--- config.mk ---
export PLATFORM = sky130hd
export DESIGN_NAME = cordic_accel_seq_flat
export DESIGN_NICKNAME = d
export VERILOG_FILES = /design/src/rtl/cordic_pkg.sv /design/src/rtl/cordic_accel_seq_if.sv /design/src/rtl/cordic_iter_stage.sv /design/src/rtl/cordic_accel_seq.sv /design/src/flat_wrapper.sv
export SDC_FILE = /design/constraint.sdc
export NUM_CORES = 1
export LEC_CHECK = 0
export BUFFER_PORTS_ARGS = -buffer_cell sky130_fd_sc_hd__buf_2
export CAP_MARGIN = 20
export CORE_MARGIN = 2
export CORE_UTILIZATION = 60
export DETAILED_ROUTE_END_ITERATION = 6
export PLACE_DENSITY = 0.82
export SYNTH_ARGS = -nofsm -noshare
export SYNTH_HDL_FRONTEND = slang
export SYNTH_HIERARCHICAL = 1
export SYNTH_SLANG_ARGS = --single-unit
--- constraint.sdc ---
create_clock -name clk -period 8.6 [get_ports clk]
set_clock_uncertainty 0.15 [all_clocks]
set_input_delay 0.86 -clock clk [delete_from_list [all_inputs] [get_ports clk]]
set_output_delay 0.86 -clock clk [all_outputs]
set_load 0.02 [all_outputs]
--- src/rtl/cordic_pkg.sv ---
// Shared types and constants for the sequential CORDIC sine/cosine accelerator.
package cordic_pkg;

  typedef enum logic [2:0] {
    ST_IDLE,
    ST_CONV,
    ST_ITER,
    ST_NORM,
    ST_DONE
  } state_t;

  localparam int          ATAN_N       = 24;
  localparam logic [31:0] NAN_CANON    = 32'h7FC00000;
  localparam real         K_REAL       = 0.6072529350;
  localparam real         HALF_PI_REAL = 1.5707963;

  // arctan(2^-i) in radians
  function automatic real atan_real(input int i);
    case (i)
      0:       return 0.7853981633974483;
      1:       return 0.4636476090008061;
      2:       return 0.24497866312686414;
      3:       return 0.12435499454676144;
      4:       return 0.06241880999595735;
      5:       return 0.031239833430268277;
      6:       return 0.015623728620476831;
      7:       return 0.007812341060101111;
      8:       return 0.0039062301319669718;
      9:       return 0.0019531225164788188;
      10:      return 0.0009765621895593195;
      11:      return 0.0004882812111948983;
      12:      return 0.00024414062014936177;
      13:      return 0.00012207031189367021;
      14:      return 0.00006103515617420877;
      15:      return 0.000030517578115526096;
      16:      return 0.000015258789061315762;
      17:      return 0.00000762939453110197;
      18:      return 0.000003814697265606496;
      19:      return 0.000001907348632810187;
      20:      return 0.0000009536743164059608;
      21:      return 0.00000047683715820308884;
      22:      return 0.00000023841857910155797;
      23:      return 0.00000011920928955078068;
      default: return 0.0;
    endcase
  endfunction

  // Real value scaled by 2^fw and rounded to nearest integer
  function automatic longint to_fx(input real v, input int fw);
    return longint'(v * (2.0 ** fw));
  endfunction

  function automatic longint atan_fx(input int i, input int fw);
    return to_fx(atan_real(i), fw);
  endfunction

endpackage

--- src/rtl/cordic_accel_seq_if.sv ---
// Start/done custom-instruction handshake between a host and the CORDIC accelerator.
interface cordic_accel_seq_if;
  logic        clk_en;
  logic        start;
  logic [31:0] dataa;
  logic        mode;
  logic        busy;
  logic        done;
  logic [31:0] result;
  logic        err;

  modport master (
    output clk_en, start, dataa, mode,
    input  busy, done, result, err
  );

  modport slave (
    input  clk_en, start, dataa, mode,
    output busy, done, result, err
  );
endinterface

--- src/rtl/cordic_iter_stage.sv ---
// One combinational rotation-mode CORDIC micro-rotation, reused every ITER cycle.
module cordic_iter_stage
  import cordic_pkg::*;
#(
  parameter int DATA_W = 26,
  parameter int FRAC_W = 24,
  parameter int CNT_W  = 4
) (
  input  logic signed [DATA_W-1:0] x_in,
  input  logic signed [DATA_W-1:0] y_in,
  input  logic signed [DATA_W-1:0] z_in,
  input  logic        [CNT_W-1:0]  i,
  output logic signed [DATA_W-1:0] x_out,
  output logic signed [DATA_W-1:0] y_out,
  output logic signed [DATA_W-1:0] z_out
);

  localparam int TW = $clog2(ATAN_N);

  logic signed [DATA_W-1:0] atan_tab [ATAN_N];

  for (genvar g = 0; g < ATAN_N; g++) begin : g_atan
    localparam logic signed [DATA_W-1:0] AT = DATA_W'(atan_fx(g, FRAC_W));
    assign atan_tab[g] = AT;
  end

  logic signed [DATA_W-1:0] x_sh;
  logic signed [DATA_W-1:0] y_sh;
  logic signed [DATA_W-1:0] atan_i;
  logic        [TW-1:0]     tidx;

  // Rotate toward z = 0: direction follows the sign of the residual angle
  always_comb begin
    x_sh   = x_in >>> i;
    y_sh   = y_in >>> i;
    tidx   = TW'(i);
    atan_i = (32'(i) < ATAN_N) ? atan_tab[tidx] : '0;
    if (z_in >= 0) begin
      x_out = x_in - y_sh;
      y_out = y_in + x_sh;
      z_out = z_in - atan_i;
    end else begin
      x_out = x_in + y_sh;
      y_out = y_in - x_sh;
      z_out = z_in + atan_i;
    end
  end

endmodule

--- src/rtl/cordic_accel_seq.sv ---
// Sequential CORDIC sin/cos accelerator: float in, ITERS shared-stage iterations, float out.
module cordic_accel_seq
  import cordic_pkg::*;
#(
  parameter int WIDTH = 24,
  parameter int FRAC  = 22,
  parameter int ITERS = 16,
  parameter int GUARD = 2
) (
  input  logic               clk,
  input  logic               rst_n,
  cordic_accel_seq_if.slave  bus
);

  localparam int IW = WIDTH + GUARD;
  localparam int FW = FRAC + GUARD;
  localparam int CW = (ITERS > 1) ? $clog2(ITERS) : 1;

  localparam logic signed [IW-1:0] K_FX   = IW'(to_fx(K_REAL, FW));
  localparam logic        [IW-1:0] HP_LIM = IW'(to_fx(HALF_PI_REAL, FRAC) << GUARD);

  typedef struct packed {
    logic                 rej;
    logic signed [IW-1:0] z;
  } conv_t;

  // Float operand to signed fixed point with FW fractional bits, truncated toward zero
  function automatic conv_t float_to_fx(input logic [31:0] f);
    conv_t       r;
    logic [7:0]  e;
    logic [23:0] m;
    logic [IW-1:0] mag;
    int          sh;
    r.rej = 1'b0;
    r.z   = '0;
    e     = f[30:23];
    m     = {1'b1, f[22:0]};
    mag   = '0;
    if (e >= 8'd128) begin
      r.rej = 1'b1;
    end else if (e != 8'd0 && int'(e) >= 127 - FRAC - 1) begin
      sh = int'(e) - 127 + FW - 23;
      if (sh >= 0) mag = IW'(m) << sh;
      else         mag = IW'(m >> (-sh));
      if (mag > HP_LIM) r.rej = 1'b1;
      r.z = f[31] ? -$signed(mag) : $signed(mag);
    end
    return r;
  endfunction

  // Fixed-point result to float: guard bits dropped, mantissa truncated, zero maps to +0.0
  function automatic logic [31:0] fx_to_float(input logic signed [IW-1:0] v);
    logic signed [WIDTH-1:0] vt;
    logic        [WIDTH-1:0] mag;
    logic        [7:0]       ex;
    logic        [22:0]      mt;
    int                      p;
    vt  = WIDTH'(v >>> GUARD);
    mag = $unsigned(vt[WIDTH-1] ? -vt : vt);
    p   = -1;
    for (int b = 0; b < WIDTH; b++) begin
      if (mag[b]) p = b;
    end
    if (p < 0) return 32'h0;
    ex = 8'(127 + p - FRAC);
    mt = 23'({mag, 23'b0} >> p);
    return {vt[WIDTH-1], ex, mt};
  endfunction

  state_t               state;
  logic [CW-1:0]        cnt;
  logic [31:0]          a_p0;
  logic                 mode_p0;
  logic signed [IW-1:0] x_p1;
  logic signed [IW-1:0] y_p1;
  logic signed [IW-1:0] z_p1;
  logic                 rej_p1;
  logic                 busy_q;
  logic                 done_q;
  logic                 err_q;
  logic [31:0]          result_q;

  conv_t                conv;
  logic signed [IW-1:0] x_nx;
  logic signed [IW-1:0] y_nx;
  logic signed [IW-1:0] z_nx;
  logic [31:0]          res_fl;

  // Operand conversion and result packing for the CONV and NORM states
  always_comb begin
    conv   = float_to_fx(a_p0);
    res_fl = fx_to_float(mode_p0 ? y_p1 : x_p1);
  end

  cordic_iter_stage #(
    .DATA_W (IW),
    .FRAC_W (FW),
    .CNT_W  (CW)
  ) u_stage (
    .x_in  (x_p1),
    .y_in  (y_p1),
    .z_in  (z_p1),
    .i     (cnt),
    .x_out (x_nx),
    .y_out (y_nx),
    .z_out (z_nx)
  );

  // Control FSM and datapath registers; clk_en low freezes everything including done
  always_ff @(posedge clk or negedge rst_n) begin
    if (!rst_n) begin
      state    <= ST_IDLE;
      cnt      <= '0;
      a_p0     <= '0;
      mode_p0  <= 1'b0;
      x_p1     <= '0;
      y_p1     <= '0;
      z_p1     <= '0;
      rej_p1   <= 1'b0;
      busy_q   <= 1'b0;
      done_q   <= 1'b0;
      err_q    <= 1'b0;
      result_q <= '0;
    end else if (bus.clk_en) begin
      done_q <= 1'b0;
      case (state)
        ST_IDLE: begin
          if (bus.start) begin
            a_p0    <= bus.dataa;
            mode_p0 <= bus.mode;
            busy_q  <= 1'b1;
            state   <= ST_CONV;
          end
        end
        // Stage p0 -> p1: operand converted, vector initialised to (K, 0)
        ST_CONV: begin
          x_p1   <= K_FX;
          y_p1   <= '0;
          z_p1   <= conv.z;
          rej_p1 <= conv.rej;
          cnt    <= '0;
          // Rejected operands skip the iterations but still pack their result in NORM
          state  <= conv.rej ? ST_NORM : ST_ITER;
        end
        ST_ITER: begin
          x_p1 <= x_nx;
          y_p1 <= y_nx;
          z_p1 <= z_nx;
          if (cnt == CW'(ITERS - 1)) state <= ST_NORM;
          else                       cnt   <= cnt + 1'b1;
        end
        // Stage p1 -> output: renormalise to float and raise done
        ST_NORM: begin
          result_q <= rej_p1 ? NAN_CANON : res_fl;
          err_q    <= rej_p1;
          done_q   <= 1'b1;
          busy_q   <= 1'b0;
          state    <= ST_DONE;
        end
        ST_DONE: state <= ST_IDLE;
        default: state <= ST_IDLE;
      endcase
    end
  end

  assign bus.busy   = busy_q;
  assign bus.done   = done_q;
  assign bus.err    = err_q;
  assign bus.result = result_q;

endmodule

--- src/flat_wrapper.sv ---
// flat-port wrapper written by rule: the top's interface ports become plain ports
module cordic_accel_seq_flat import cordic_pkg::*;
#(
  parameter int WIDTH = 24,
  parameter int FRAC  = 22,
  parameter int ITERS = 16,
  parameter int GUARD = 2
)
  (clk, rst_n, bus_clk_en, bus_start, bus_dataa, bus_mode, bus_busy, bus_done, bus_result, bus_err);
  cordic_accel_seq_if bus_i ();
  input  logic clk;
  input  logic rst_n;
  input wire logic [$bits(bus_i.clk_en)-1:0] bus_clk_en;
  input wire logic [$bits(bus_i.start)-1:0] bus_start;
  input wire logic [$bits(bus_i.dataa)-1:0] bus_dataa;
  input wire logic [$bits(bus_i.mode)-1:0] bus_mode;
  output wire logic [$bits(bus_i.busy)-1:0] bus_busy;
  output wire logic [$bits(bus_i.done)-1:0] bus_done;
  output wire logic [$bits(bus_i.result)-1:0] bus_result;
  output wire logic [$bits(bus_i.err)-1:0] bus_err;
  assign bus_i.clk_en = bus_clk_en;
  assign bus_i.start = bus_start;
  assign bus_i.dataa = bus_dataa;
  assign bus_i.mode = bus_mode;
  assign bus_busy = bus_i.busy;
  assign bus_done = bus_i.done;
  assign bus_result = bus_i.result;
  assign bus_err = bus_i.err;
  cordic_accel_seq #(.WIDTH(WIDTH), .FRAC(FRAC), .ITERS(ITERS), .GUARD(GUARD)) u_core (.clk(clk), .rst_n(rst_n), .bus(bus_i));
endmodule
==> flow_summary_export.csv, run 1 <==
group,metric,value,unit
routing,detail_route.wl_per_cell,22.09,um
place,placedCellCount,3018,
floorplanning,rows,69,
critical_path,critical_path.n_buffers_inverters,4,
routing,detailedRoute.firstIterationViolations,2310,
clock_tree,worst_skew_pair.late_latency,0.46,ns
clock_tree,tritoncts_num_sinks,154,
cells_and_area,fillCellCount,3052,
cells_and_area,ant_cells,0,
sta,layout_min_cycle_time,7.277,ns
floorplanning,fp.dieArea,0.03718,mm^2
logic_synthesis,synth-xor-area-share,8.534,%
global_routing,first_global_vias,20089,
critical_path,required_time_of_the_worst_setup_path,8.84,ns
logic_synthesis,synth_adder_area_share,6.247,%
critical_path,critPathArrivalTime,7.52,ns
place,port_buffers,71,
global_routing,grtUsageTotal,35.93,%
critical_path,cpMostUsedCell,"sky130_fd_sc_hd__buf_4",
critical_path,critical_path.top_delay_family,"compound AO/OA/AOI/OAI gates",
cells_and_area,seqCellArea,0.003860,mm^2
critical_path,timing.critical_path.slowest_stage_cell,"sky130_fd_sc_hd__o31ai_1",
sta,finalCritPeriodShare,84.61,%
sta,setup-violations-final,0,
critical_path,worst_path_max_fanout,54,
clock_tree,h-tree-depth,4,
routing,vias,21450,
global_routing,globalRouteOverflowTotal,0,
cells_and_area,final_cell_mix,"256 x sky130_fd_sc_hd__nand2_1, 203 x sky130_fd_sc_hd__nor2_1, 194 x sky130_fd_sc_hd__a21oi_1, 172 x sky130_fd_sc_hd__o21ai_0, 149 x sky130_fd_sc_hd__dfrtp_1",
logic_synthesis,async_reset_ff_share,100.0,%
cells_and_area,multiInputGateArea,0.01653,mm^2
flow_run,max-cap-violations,0,
sta,unrepaired_setup_endpoints_after_global_routing,"false",
logic_synthesis,synth_enable_flop_cells,0,
critical_path,worstPathCellList,"buf_4 > ha_1 > a21oi_1 > a2111oi_1 > o211a_1 > a32oi_1 > buf_4 > nor2_1 > buf_4 > nand3_1 > ha_1 > nand4bb_1 > nor4_1 > nand4_1 > nor4_2 > o221ai_2 > buf_4 > o31ai_1 > nand2_1 > nor4_1 > a31oi_1 > a2111oi_0 > a221o_1",
floorplanning,dieHeight,192.8,um
cells_and_area,flow.area_growth_from_synthesis,4.937,%
logic_synthesis,ys_seq_elements,154,
global_routing,grt_start_max_net_pins,90,
routing,drc_errors,0,
clock_tree,cts_buffers,17,
logic_synthesis,synth.cell_area,0.02139,mm^2
sta,slew_viol_final,0,
sta,max_clock_freq,137.4,MHz
floorplanning,initial_core_utilization,60.58,%
critical_path,timing_worst_setup_path_type,"reg -> reg",
logic_synthesis,yosys_warnings,6,
logic_synthesis,ys.flop_type,"sky130_fd_sc_hd__dfrtp_1",
sta,setup_tns,0,ns
logic_synthesis,cell_variety_after_synth,119,
logic_synthesis,synth_mux_area_share,16.45,%
logic_synthesis,largest_family_of_logic_cells_by_synthesized_area,"compound AO/OA/AOI/OAI gates",
place,placed_wire_length_estimate_after_detailed_placement,49650,um
logic_synthesis,syn-mean-instance-area,8.167,um^2
floorplanning,top_level_ports,72,
critical_path,cpPeakStageDelay,0.77,ns
routing,final_antenna_net_count,0,
critical_path,critPathLaunchType,"flop",
routing,vias_per_cell,7.030,
cells_and_area,mostFrequentLayoutCell,"sky130_fd_sc_hd__nand2_1",
global_routing,wire_length_of_the_first_global_routing_pass,106400,um
critical_path,reg2reg_slack,1.32,ns
clock_tree,root_buf_cell,"sky130_fd_sc_hd__clkbuf_16",
critical_path,critPathCaptureType,"flop",
run_status,status,"finished, final reports clean",
cells_and_area,fin_cells,3051,
logic_synthesis,synth_simple_gate_area_share,18.53,%
sta,worst_slew_margin_rel,27.56,%
clock_tree,cts_hold_buf,0,
sta,hold_violations,0,
logic_synthesis,postSynthNetCount,2761,
clock_tree,tritoncts_clock_tree,"done",
cells_and_area,fin_nets,2719,
floorplanning,die_x,192.8,um
cells_and_area,layout-drive-gt1-share,14.09,%
clock_tree,worst_setup_hold_path_clk_slew,0.07,ns
min_path,hold_class,"in -> async",
place,gp_routability_congestion,1.005,
routing,routed_wirelength,67390,um
logic_synthesis,yosysSeqAreaShare,18.02,%
clock_tree,post_cts.repair.setup_buffers,0,
clock_tree,postCtsResizedCells,0,
clock_tree,clock_path_buffers,2,
sta,max_slew.worst_pin.slew,1.087,ns
routing,drt_first_pass_iters,6,
global_routing,antenna_found_initial,1,
logic_synthesis,synth_compound_area_share,27.36,%
floorplanning,core,0.03531,mm^2
logic_synthesis,synthesized_netlist_cell_count,2619,
==> path summary, 6_finish.rpt <==
path / endpoint / cells after the start / from
setup / recovery: u_core/state[0] / 23 / u_core/a_p0[23]
hold / removal: u_core/x_p1[15] / 1 / rst_n
setup reg to reg: u_core/state[0] / 23 / u_core/a_p0[23]
hold reg to reg: u_core/bus.err / 2 / u_core/bus.err
max in group asynchronous: u_core/a_p0[16] / 2 / rst_n
min in group clk: u_core/bus.err / 2 / u_core/bus.err
==> per-layer routing <==
metal | part of all wire (%) | GRT usage, %
met1 | 40 | 45.87
met2 | 47 | 59.18
met3 | 7.8 | 6.328
met4 | 4.8 | 16.41
met5 | 0.019 | 0
==> Yosys cell counts, types with 11 or more instances <==
cell type                    n  area, um^2
sky130_fd_sc_hd__mux2_2     83       934.7
sky130_fd_sc_hd__a22oi_1    12       90.09
sky130_fd_sc_hd__nor3_1     54       270.3
sky130_fd_sc_hd__o21a_1     27       202.7
sky130_fd_sc_hd__or3_1      17       106.4
sky130_fd_sc_hd__o211ai_1   37       277.8
sky130_fd_sc_hd__a221oi_1   11       96.34
sky130_fd_sc_hd__and2_1     20       125.1
sky130_fd_sc_hd__and3_1     23       143.9
sky130_fd_sc_hd__buf_2      43       215.2
sky130_fd_sc_hd__a21o_1     47       352.8
sky130_fd_sc_hd__o22ai_1    27       168.9
sky130_fd_sc_hd__mux4_2     52        1171
sky130_fd_sc_hd__a21boi_0   12       90.09
sky130_fd_sc_hd__nand2_1   257       964.7
sky130_fd_sc_hd__a211oi_1   22       165.2
sky130_fd_sc_hd__a31oi_1    31       193.9
sky130_fd_sc_hd__nand4_1    16       100.1
sky130_fd_sc_hd__or2_2      14       87.58
sky130_fd_sc_hd__ha_1      102        1276
sky130_fd_sc_hd__nor2_1    203       762.0
sky130_fd_sc_hd__nand2b_1   22       137.6
sky130_fd_sc_hd__o21bai_1   19       142.6
sky130_fd_sc_hd__a21oi_1   194       970.9
sky130_fd_sc_hd__buf_1      17       63.81
sky130_fd_sc_hd__clkbuf_1   88       330.3
sky130_fd_sc_hd__a22o_1     46       402.9
sky130_fd_sc_hd__mux2i_1   124        1241
sky130_fd_sc_hd__xnor2_1   122        1069
sky130_fd_sc_hd__o22a_1     22       192.7
sky130_fd_sc_hd__o21ai_0   172       860.8
sky130_fd_sc_hd__nor4_1     18       112.6
sky130_fd_sc_hd__nor2b_1    21       131.4
sky130_fd_sc_hd__inv_1      67       251.5
sky130_fd_sc_hd__xor2_1     74       648.1
sky130_fd_sc_hd__dfrtp_1   154        3854
sky130_fd_sc_hd__nand3_1    69       345.3
sky130_fd_sc_hd__o31ai_1    32       240.2
==> logic make-up (layout without fill, tap and decap cells) <==
family	Yosys count	after routing
compound gates	852	852
simple gates	803	803
mux	268	268
fa+ha+maj	105	105
flops	154	154
xor+xnor	202	202
buf+inv	235	206
==> per-stage QoR <==
| step | instance area [um^2] | setup slack [ns] | utilization [%] | hold WS, ns |
|---|---|---|---|---|
| global placement | 21820 | 1.209 | 61.81 | 0.3120 |
| floorplan | 21390 | 2.096 | - | 0.3309 |
| global route | 22450 | 0.7337 | 63.57 | 0.3563 |
| detailed placement | 21820 | 1.073 | 61.81 | 0.3169 |
| finish | 22450 | 1.323 | 63.57 | 0.3246 |
| CTS | 22440 | 1.019 | 63.55 | 0.3336 |
==> final cells by class <==
type	instances	share of cell area, %
clock buffer	22	2.113
clock inverter	10	0.6243
sequential	154	17.20
tap	461	2.570
inverter	72	1.226
timing repair buffer	102	2.648
multi-input combinational	2230	73.62
==> sequential cells by signal (all words and copies together), names as in the netlist <==
register / cells
u_core/cnt: 4
u_core/rej_p1: 1
u_core/z_p1: 26
u_core/mode_p0: 1
u_core/y_p1: 26
u_core/state: 3
u_core/bus.done: 1
u_core/a_p0: 32
u_core/x_p1: 26
u_core/bus.busy: 1
u_core/bus.result: 32
u_core/bus.err: 1
Power of run 1 is left out: the tool's default activity adds up to more than one toggle a clock period on the data nets, which glitch-free logic cannot reach.
==> run 2: changes to the inputs <==
clock period = 7.1 ns   (was 8.6 ns; I/O delays follow)
==> flow_summary_export.csv, run 2 (synthesis results as in run 1) <==
group,metric,value,unit
place,placedCellCount,3031,
floorplanning,die_x,192.8,um
floorplanning,core,0.03531,mm^2
critical_path,endpoint,"u_core/state[0]",
critical_path,timing_worst_setup_path_type,"reg -> reg",
clock_tree,post_cts.repair.setup_buffers,0,
critical_path,required_time_of_the_worst_setup_path,7.28,ns
global_routing,grtUsageTotal,34.82,%
sta,setup-violations-final,0,
place,placed_wire_length_estimate_after_detailed_placement,48970,um
run_status,violations_in_the_final_reports,"design-rule violations",
floorplanning,top_level_ports,72,
floorplanning,initial_core_utilization,60.58,%
critical_path,critPathCaptureType,"flop",
min_path,hold_class,"in -> async",
routing,final_antenna_net_count,0,
place,port_buffers,71,
cells_and_area,mostFrequentLayoutCell,"sky130_fd_sc_hd__nand2_1",
sta,hold_violations,0,
floorplanning,dieHeight,192.8,um
critical_path,timing.rr.start,"u_core/a_p0[23]",
global_routing,wire_length_of_the_first_global_routing_pass,104300,um
cells_and_area,final_cell_area,0.02251,mm^2
routing,detail_route.wl_per_cell,21.54,um
critical_path,worstSetupStartpoint,"u_core/a_p0[23]",
routing,drt_first_pass_iters,7,
global_routing,first_global_vias,20134,
cells_and_area,fin_nets,2731,
floorplanning,fp.dieArea,0.03718,mm^2
cells_and_area,layout-drive-gt1-share,14.49,%
clock_tree,h-tree-depth,4,
critical_path,reg2reg_depth,22,
clock_tree,worst_skew_pair.late_latency,0.46,ns
routing,vias_per_cell,7.038,
sta,worst_slew_margin_rel,22.34,%
cells_and_area,fillCellCount,3010,
place,dpl_cell_area,0.02191,mm^2
clock_tree,root_buf_cell,"sky130_fd_sc_hd__clkbuf_16",
run_status,status,"finished with violations",
critical_path,reg2reg_slack,0.47,ns
clock_tree,tritoncts_num_sinks,154,
critical_path,worst_path_max_fanout,17,
routing,vias,21564,
clock_tree,cts_hold_buf,0,
clock_tree,clock_path_buffers,2,
clock_tree,cts_buffers,17,
global_routing,antenna_found_initial,0,
critical_path,critical_path.reg2reg.endpoint,"u_core/state[0]",
sta,slew_viol_final,0,
sta,finalCritPeriodShare,93.39,%
routing,routed_wirelength,66010,um
place,gp_routability_congestion,1.016,
routing,drc_errors,2,
sta,max_clock_freq,150.8,MHz
sta,layout_min_cycle_time,6.631,ns
critical_path,critPathLaunchType,"flop",
clock_tree,postCtsResizedCells,0,
global_routing,globalRouteOverflowTotal,0,
cells_and_area,final_cell_mix,"256 x sky130_fd_sc_hd__nand2_1, 203 x sky130_fd_sc_hd__nor2_1, 194 x sky130_fd_sc_hd__a21oi_1, 172 x sky130_fd_sc_hd__o21ai_0, 149 x sky130_fd_sc_hd__dfrtp_1",
clock_tree,worst_setup_hold_path_clk_slew,0.07,ns
critical_path,critPathArrivalTime,6.82,ns
floorplanning,rows,69,
routing,detailedRoute.firstIterationViolations,2316,
cells_and_area,fin_cells,3064,
clock_tree,tritoncts_clock_tree,"done",
global_routing,grt_start_max_net_pins,61,
sta,max_slew.worst_pin.slew,1.157,ns
cells_and_area,flow.area_growth_from_synthesis,5.235,%
flow_run,max-cap-violations,0,
run 2: changes by cell type in the layout (fill, tap and decap cells not counted), sizes merged:
cell,previous run,this run
buf,102,114
bufinv,3,2
clkbuf,22,21
clkinv,7,8
clkinvlp,3,4
diode,0,1
run 2: cell type report:
cell class	instances	area (um^2)	share of cell area [%]
Antenna cell	1	2.502	0.01112
Clock buffer	21	470.5	2.090
Clock inverter	11	118.9	0.5280
Multi-Input combinational cell	2230	16520	73.38
Inverter	72	275.3	1.223
Tap cell	461	576.8	2.562
Timing Repair Buffer	114	688.2	3.057
Sequential cell	154	3860	17.15
run 2: stage by stage:
stage / worst slack (ns) / hold slack, ns / TNS (ns) / util [%]
3_5_place_dp: 0.5119 / 0.3153 / 0 / 62.06
6_report: 0.4691 / 0.001548 / 0 / 63.75
4_1_cts: 0.4454 / 0.004166 / 0 / 63.73
2_1_floorplan: 0.5955 / 0.2644 / 0 / -
3_3_place_gp: 0.7238 / 0.3078 / 0 / 62.06
5_1_grt: -0.004326 / 0.01714 / -0.004326 / 63.74
run 2: metal layers:
| metal | up-vias | GRT usage, % | share of wire [%] |
|---|---|---|---|
| li1 | 9799 | - | - |
| met1 | 10309 | 44.23 | 40 |
| met2 | 1202 | 56.69 | 46 |
| met3 | 254 | 6.401 | 8.6 |
| met4 | 0 | 17.35 | 4.8 |
| met5 | - | 0 | 0 |
run 2: worst max-delay path: stages, from the launching register on:
cell and delay [ns]:
sky130_fd_sc_hd__dfrtp_1 0.57, sky130_fd_sc_hd__ha_1 0.39, sky130_fd_sc_hd__a21oi_1 0.11, sky130_fd_sc_hd__a2111oi_1 0.65, sky130_fd_sc_hd__o211a_1 0.31, sky130_fd_sc_hd__a32oi_1 0.11, sky130_fd_sc_hd__buf_4 0.20, sky130_fd_sc_hd__nor2_1 0.11
sky130_fd_sc_hd__buf_4 0.24, sky130_fd_sc_hd__nand3_1 0.11, sky130_fd_sc_hd__ha_1 0.29, sky130_fd_sc_hd__nand2_1 0.05, sky130_fd_sc_hd__nor4_1 0.30, sky130_fd_sc_hd__nand4_1 0.20, sky130_fd_sc_hd__nor4_2 0.31, sky130_fd_sc_hd__o221ai_2 0.36
sky130_fd_sc_hd__buf_4 0.32, sky130_fd_sc_hd__o31ai_1 0.37, sky130_fd_sc_hd__nor2_1 0.15, sky130_fd_sc_hd__or4b_1 0.53, sky130_fd_sc_hd__nor4_2 0.28, sky130_fd_sc_hd__a2111oi_0 0.12, sky130_fd_sc_hd__a221o_1 0.27
run 2: worst min-delay path by stage:
stage / start / to / slack [ns]
2_1_floorplan: rst_n / u_core/a_p0[0] / 0.26
3_3_place_gp: u_core/bus.err / u_core/bus.err / 0.31
3_5_place_dp: u_core/bus.result[0] / u_core/bus.result[0] / 0.32
4_1_cts: rst_n / u_core/x_p1[6] / 0.004
5_1_grt: rst_n / u_core/x_p1[6] / 0.02
6_report: rst_n / u_core/x_p1[6] / 0.002
Power of run 2 is left out for the same reason.
